$ cat config.mk
export PLATFORM = sky130hd
export DESIGN_NAME = sf_camera_frame_packer
export DESIGN_NICKNAME = d
export VERILOG_FILES = /design/src/rtl/sf_camera_frame_packer.sv
export SDC_FILE = /design/constraint.sdc
export NUM_CORES = 1
export LEC_CHECK = 0
export BUFFER_PORTS_ARGS = -buffer_cell sky130_fd_sc_hd__buf_2
export CAP_MARGIN = 20
export CORE_MARGIN = 4
export CORE_UTILIZATION = 55
export CTS_CLUSTER_DIAMETER = 50
export DETAILED_ROUTE_END_ITERATION = 10
export PLACE_DENSITY = 0.8
export SLEW_MARGIN = 20
export SYNTH_ARGS = -nofsm -noshare
export SYNTH_HDL_FRONTEND = slang
export SYNTH_SLANG_ARGS = --single-unit
$ cat constraint.sdc
create_clock -name i_pix_clk -period 2.9 [get_ports i_pix_clk]
set_input_delay 0.29 -clock i_pix_clk [delete_from_list [all_inputs] [get_ports i_pix_clk]]
set_output_delay 0.29 -clock i_pix_clk [all_outputs]
set_load 0.02 [all_outputs]
$ cat src/rtl/sf_camera_frame_packer.sv
`default_nettype none
// ============================================================================
// Module      : sf_camera_frame_packer
// Description : Samples a parallel camera bus in the pixel clock domain and
//               packs PIX_WIDTH-bit pixels into WORD_WIDTH-bit words. The
//               words are written to the write side of an external ping-pong
//               FIFO, one line per buffer. Frames are tracked with vsync.
//               Supports line-limited, single-shot and continuous capture
//               and reports dropped pixels through a sticky overflow flag.
// Ports       : i_pix_clk / rst       - clock, synchronous active-high reset
//               i_enable, i_single_shot, i_lines_per_frame, i_clear_status
//                                     - capture control
//               o_busy, o_captured, o_overflow, o_line_count, o_frame_count
//                                     - capture status
//               i_vsync, i_hsync, i_pix_data
//                                     - camera pins
//               i_wfifo_ready, o_wfifo_activate, i_wfifo_size,
//               o_wfifo_strobe, o_wfifo_data
//                                     - ppfifo write side
// Revision    : 1.0 - initial release
// ============================================================================
module sf_camera_frame_packer #(
    parameter int   PIX_WIDTH       = 8,
    parameter int   WORD_WIDTH      = 32,
    parameter int   FIFO_SIZE_WIDTH = 24,
    parameter int   LINE_CNT_WIDTH  = 16,
    parameter logic VSYNC_ACTIVE    = 1'b1,
    parameter logic HSYNC_ACTIVE    = 1'b1
) (
    input  logic                       i_pix_clk,
    input  logic                       rst,
    input  logic                       i_enable,
    input  logic                       i_single_shot,
    input  logic [LINE_CNT_WIDTH-1:0]  i_lines_per_frame,
    input  logic                       i_clear_status,
    output logic                       o_busy,
    output logic                       o_captured,
    output logic                       o_overflow,
    output logic [LINE_CNT_WIDTH-1:0]  o_line_count,
    output logic [15:0]                o_frame_count,
    input  logic                       i_vsync,
    input  logic                       i_hsync,
    input  logic [PIX_WIDTH-1:0]       i_pix_data,
    input  logic [1:0]                 i_wfifo_ready,
    output logic [1:0]                 o_wfifo_activate,
    input  logic [FIFO_SIZE_WIDTH-1:0] i_wfifo_size,
    output logic                       o_wfifo_strobe,
    output logic [WORD_WIDTH-1:0]      o_wfifo_data
);

    localparam int                 c_PPW       = WORD_WIDTH / PIX_WIDTH;
    localparam int                 c_SLOT_W    = (c_PPW > 1) ? $clog2(c_PPW) : 1;
    localparam logic [c_SLOT_W-1:0] c_LAST_SLOT = c_SLOT_W'(c_PPW - 1);

    typedef enum logic [2:0] {
        ST_IDLE       = 3'd0,
        ST_WAIT_FRAME = 3'd1,
        ST_ACTIVE     = 3'd2,
        ST_FLUSH      = 3'd3,
        ST_FRAME_DONE = 3'd4
    } state_t;

    state_t                      r_state;
    state_t                      w_state_next;

    logic                        r_vs_q;
    logic                        r_hs_q;
    logic                        r_need_low;
    logic                        r_rel_pend;
    logic                        r_overflow;
    logic [1:0]                  r_activate;
    logic                        r_strobe;
    logic [WORD_WIDTH-1:0]       r_wdata;
    logic [WORD_WIDTH-1:0]       r_acc;
    logic [c_SLOT_W-1:0]         r_slot;
    logic [FIFO_SIZE_WIDTH-1:0]  r_word_cnt;
    logic [LINE_CNT_WIDTH-1:0]   r_line_count;
    logic [15:0]                 r_frame_count;

    logic                        w_vs_act;
    logic                        w_vs_rise;
    logic                        w_vs_fall;
    logic                        w_hs_act;
    logic                        w_hs_fall;
    logic                        w_held;
    logic                        w_full;
    logic                        w_limit_hit;
    logic                        w_pix_req;
    logic                        w_drop;
    logic                        w_accept;
    logic                        w_eol;
    logic                        w_partial;
    logic                        w_pack_flush;
    logic                        w_release;
    logic                        w_acquire;
    logic                        w_lost;
    logic [WORD_WIDTH-1:0]       w_acc_next;

    // Sync edge detection compares the raw pin against its registered copy.
    assign w_vs_act  = (i_vsync == VSYNC_ACTIVE);
    assign w_hs_act  = (i_hsync == HSYNC_ACTIVE);
    assign w_vs_rise = w_vs_act && (r_vs_q != VSYNC_ACTIVE);
    assign w_vs_fall = !w_vs_act && (r_vs_q == VSYNC_ACTIVE);
    assign w_hs_fall = !w_hs_act && (r_hs_q == HSYNC_ACTIVE);

    assign w_held      = |r_activate;
    assign w_full      = (r_word_cnt == i_wfifo_size);
    assign w_limit_hit = (i_lines_per_frame != '0) && (r_line_count == i_lines_per_frame);
    assign w_partial   = (r_slot != '0);

    assign w_pix_req = (r_state == ST_ACTIVE) && w_hs_act;
    assign w_drop    = w_pix_req && (!w_held || w_full);
    assign w_accept  = w_pix_req && !w_drop;
    assign w_eol     = (r_state == ST_ACTIVE) && w_hs_fall;

    // A pending partial word is pushed out at end of line or on frame flush.
    assign w_pack_flush = (w_eol || (r_state == ST_FLUSH)) && w_partial;

    // Release after a padded partial word (one cycle later so strobe and
    // activate do not move together), when the buffer fills, or at end of
    // line / flush when whole words were written. Empty buffers are kept.
    assign w_release = w_held && !w_pack_flush &&
                       (r_rel_pend ||
                        ((r_word_cnt != '0) &&
                         (w_full || ((w_eol || (r_state == ST_FLUSH)) && !w_partial))));

    assign w_acquire = !w_held && (i_wfifo_ready != 2'b00) &&
                       ((r_state == ST_WAIT_FRAME) || (r_state == ST_ACTIVE));

    // A partial word left over after its buffer was lost is discarded.
    assign w_lost = w_drop || (w_pack_flush && !w_held);

    assign w_acc_next = r_acc | (WORD_WIDTH'(i_pix_data) << (32'(r_slot) * PIX_WIDTH));

    always_ff @(posedge i_pix_clk) begin
        if (rst) begin
            r_state <= ST_IDLE;
        end else begin
            r_state <= w_state_next;
        end
    end

    always_comb begin
        w_state_next = r_state;
        case (r_state)
            ST_IDLE: begin
                if (i_enable && !r_need_low) begin
                    w_state_next = ST_WAIT_FRAME;
                end
            end
            ST_WAIT_FRAME: begin
                if (!i_enable) begin
                    w_state_next = ST_IDLE;
                end else if (w_vs_rise) begin
                    w_state_next = ST_ACTIVE;
                end
            end
            ST_ACTIVE: begin
                // Disabling waits for the line in progress to finish.
                if (w_vs_fall || w_limit_hit || (!i_enable && !w_hs_act)) begin
                    w_state_next = ST_FLUSH;
                end
            end
            ST_FLUSH: begin
                if (!w_partial && !r_rel_pend && !(w_held && (r_word_cnt != '0))) begin
                    w_state_next = ST_FRAME_DONE;
                end
            end
            ST_FRAME_DONE: begin
                w_state_next = (i_single_shot || !i_enable) ? ST_IDLE : ST_WAIT_FRAME;
            end
            default: begin
                w_state_next = ST_IDLE;
            end
        endcase
    end

    always_ff @(posedge i_pix_clk) begin
        if (rst) begin
            r_vs_q        <= 1'b0;
            r_hs_q        <= 1'b0;
            r_need_low    <= 1'b0;
            r_rel_pend    <= 1'b0;
            r_overflow    <= 1'b0;
            r_activate    <= 2'b00;
            r_strobe      <= 1'b0;
            r_wdata       <= '0;
            r_acc         <= '0;
            r_slot        <= '0;
            r_word_cnt    <= '0;
            r_line_count  <= '0;
            r_frame_count <= '0;
        end else begin
            r_vs_q   <= i_vsync;
            r_hs_q   <= i_hsync;
            r_strobe <= 1'b0;

            if (i_clear_status) begin
                r_overflow <= 1'b0;
            end else if (w_lost) begin
                r_overflow <= 1'b1;
            end

            // Single-shot re-arm requires i_enable to be seen low first.
            if (!i_enable) begin
                r_need_low <= 1'b0;
            end else if ((r_state == ST_FRAME_DONE) && i_single_shot) begin
                r_need_low <= 1'b1;
            end

            if ((r_state == ST_WAIT_FRAME) && w_vs_rise) begin
                r_line_count <= '0;
            end else if (w_eol) begin
                r_line_count <= r_line_count + LINE_CNT_WIDTH'(1);
            end

            if (r_state == ST_FRAME_DONE) begin
                r_frame_count <= r_frame_count + 16'd1;
            end

            if (w_acquire) begin
                r_activate <= i_wfifo_ready[0] ? 2'b01 : 2'b10;
            end

            if (w_pack_flush) begin
                r_acc  <= '0;
                r_slot <= '0;
                if (w_held) begin
                    r_strobe   <= 1'b1;
                    r_wdata    <= r_acc;
                    r_word_cnt <= r_word_cnt + FIFO_SIZE_WIDTH'(1);
                    r_rel_pend <= 1'b1;
                end
            end else if (w_accept) begin
                if (r_slot == c_LAST_SLOT) begin
                    r_strobe   <= 1'b1;
                    r_wdata    <= w_acc_next;
                    r_word_cnt <= r_word_cnt + FIFO_SIZE_WIDTH'(1);
                    r_acc      <= '0;
                    r_slot     <= '0;
                end else begin
                    r_acc  <= w_acc_next;
                    r_slot <= r_slot + c_SLOT_W'(1);
                end
            end else if (w_eol) begin
                r_slot <= '0;
            end

            // Placed last: releasing a buffer always restarts its word count.
            if (w_release) begin
                r_activate <= 2'b00;
                r_word_cnt <= '0;
                r_rel_pend <= 1'b0;
            end
        end
    end

    assign o_busy           = (r_state != ST_IDLE);
    assign o_captured       = (r_state == ST_FRAME_DONE);
    assign o_overflow       = r_overflow;
    assign o_line_count     = r_line_count;
    assign o_frame_count    = r_frame_count;
    assign o_wfifo_activate = r_activate;
    assign o_wfifo_strobe   = r_strobe;
    assign o_wfifo_data     = r_wdata;

endmodule
`default_nettype wire

==> reports/results.tsv <==
stage	metric	value	unit
clocking	root_buffer	clkbuf_16	
clocking	holdBufCountCts	0	
setup_path	r2r_cells	9	
layout	final_cells	983	
clocking	cts_buffers	17	
die	io_pins	127	
pwr	peakVddDrop	364	uV
timing	final_max_slew_viol_count	0	
clocking	cts_resized	0	
layout	syn_to_final_growth	20.0	%
clocking	clock-sinks	133	
routing	via_count	5854	
layout	nets	894	
timing	fin_setup_tns	0	ps
synth	ys_types	55	
setup_path	r2r_start	r_slot[0]	
routing	route.detailed.drc	0	
global_routing	grt_pass1_vias	5672	
routing	routed_wl	16100	um
setup_path	worstSetupStartpointType	flip-flop	
global_routing	groute.usage.overall	0.251	
setup_path	critPathRequiredTime	3220	ps
global_routing	grt_pass1_wl	27000	um
global_routing	grt_overflow	0	
setup_path	end_kind	flip-flop	
layout	antennaDiodeCount	0	
synth	yosysTopAreaCell	dfxtp_1	
routing	drtAntennaViolNets	0	
timing	fmax	371	MHz
synth	synth_area_per_cell	8.65	um2
synth	seq_area_frac_synth	0.427	
timing	fin_skew	7.03	ps
die	core-area	11000	um2
die	die_w	115	um
synth	synth_edf_count	0	
pwr	power.leakage	0.00299	uW
global_routing	antenna_found_initial	0	
timing	worstMarginPinSlew	988	ps
layout	drive_gt1_frac	0.218	
outcome	status	completed	
worst_hold_path	min_path_cells	2	
synth	synth_top_area_share	0.427	
routing	vias_per_cell	5.96	
routing	firstDrtPassIters	5	
synth	synthTopCellsByCount	133 x dfxtp_1, 116 x nor2_1, 47 x nor3_1	
synth	synth_flop_cell	dfxtp_1	
clocking	insertion_delay	410	ps
place	io_buffer_count	126	
place	gp_congestion	0.943	
setup_path	path_class	flip-flop to flip-flop	
clocking	cts_tree	done	
pwr	p_total	4490	uW
worst_hold_path	whs_endpoint	o_overflow	
timing	fin_crit_sh	0.930	
die	dieHeight	115	um
timing	finalSetupViolations	0	
synth	synth.area.top_cells	dfxtp_1 43%, nor2_1 7.0%, xor2_1 5.8%	
synth	syn_area	6240	um2
place	dp_hpwl	11500	um
synth	yosys_warnings	0	
timing	rsz0062_at_grt	false	
routing	first_iter_violations	468	
die	row_count	38	
pwr	power_density	600	nW/um2
synth	synthArstFlopShare	0	
die	start_util	0.568	
synth	syn_inst	722	
synth	yosys_register_bits	133	
flow_run	cap_violations	0	
setup_path	cp_max_fo	41	
timing	hold_viol_final	0	
timing	relSlewSlack	0.342	
timing	worst_hold_slack	47.4	ps
global_routing	grt_max_degree	55	
synth	synth.net_count	785	
clocking	cts.reportedPaths.clkPinSlew	60	ps
die	die_area	13100	um2
worst_hold_path	holdCritPathClass	input port to flip-flop	
clocking	clockBufferDepth	2	
setup_path	regToRegSetupSlack	200	ps
clocking	h-tree-depth	4	
setup_path	critical_path_arrival	3020	ps
place	dpl.cell_count	951	
timing	period_minus_slack	2700	ps
worst_hold_path	hp-start	i_clear_status	
routing	routedWlPerCell	16.4	um
synth	yosysMostFrequentCell	dfxtp_1	
setup_path	r2r_end	r_word_cnt[9]	
==> cell families after synthesis <==
kind of cell	count (synthesis)	synth area share
xor gates and xnor gates	70	0.0982
and+or+nand+nor	301	0.245
DFF	133	0.427
buffers and inverters	62	0.0499
adders and majority gates	6	0.0120
AOI/OAI and AO/OA	147	0.164
muxes	3	0.00481
==> worst max-delay path by stage <==
stage,start,end,slack [ps]
2_1_floorplan,r_slot[0],r_word_cnt[15],660
3_3_place_gp,r_slot[0],r_word_cnt[13],460
3_5_place_dp,r_slot[0],r_word_cnt[13],280
4_1_cts,r_slot[0],r_word_cnt[13],250
5_1_grt,r_slot[0],r_word_cnt[13],5
6_report,r_slot[0],r_word_cnt[9],200
==> final cells by class <==
type	count	area [um2]
clock inverters	14	176
inverters	11	41.3
fillers	891	3490
flip-flops and latches	133	2660
well taps	140	175
multi-input cells	527	3270
repair buffers	141	743
clock buffers	17	425
==> registers in the layout (all words and copies together) (netlist names), 2 cells and up <==
register	flops
r_state	3
r_slot	2
r_word_cnt	24
o_frame_count	16
o_wfifo_activate	2
r_acc	32
o_line_count	16
o_wfifo_data	32
==> timing repair <==
action	CTS	global route
endpoints found under the hold margin	0	0
setup buffers	0	1
endpoints found under the setup margin	0	3
==> cells in the final DEF, fill, tap and decap left out, drive strengths merged, types with 2 or more instances in the layout <==
cell	n
nor2b	3
o31ai	14
o21ai	13
nand2	26
a22oi	21
a211o	2
bufinv	3
xor2	41
clkbuf	17
buf	141
mux2i	3
xnor2	29
clkinv	5
a21oi	15
or2	2
dfxtp	133
nor4	14
or3	14
nor2	117
inv	15
and2	3
and4	3
a211oi	32
o21a	4
nand2b	3
nor3b	5
ha	6
or4	13
o41ai	2
nand3	16
a31oi	34
a21o	2
nand4	23
o211ai	2
nand3b	4
clkinvlp	2
nor3	47
and3	6
==> through the flow <==
step	utilization	area [um2]	worst slack, ps
floorplan	-	6240	661
global placement	0.627	6880	460
detailed placement	0.627	6880	280
CTS	0.681	7480	250
global route	0.682	7490	4.51
finish	0.682	7490	202
==> per-layer routing <==
layer,GRT usage,share of wire,wire length (um)
met1,0.311,0.43,6910
met5,0,0,0
met4,0.0792,0.014,223
met3,0.0550,0.057,916
met2,0.434,0.50,8080
==> critical path, stage by stage, from the launching register on <==
cell     delay [ps]
dfxtp_1         440
inv_1           160
ha_1            250
nor3b_2         180
o21a_1          320
o21a_4          210
o21ai_4          50
buf_4           250
or4_1           540
a22oi_1         190
==> where the power goes <==
part           switching, uW  leakage [uW]  internal [uW]  total [uW]
registers               46.0       0.00107           1850        1900
logic                    265       0.00162            137         402
clock network            836      0.000290           1360        2190
No activity file was read; power rests on OpenSTA's default activity.
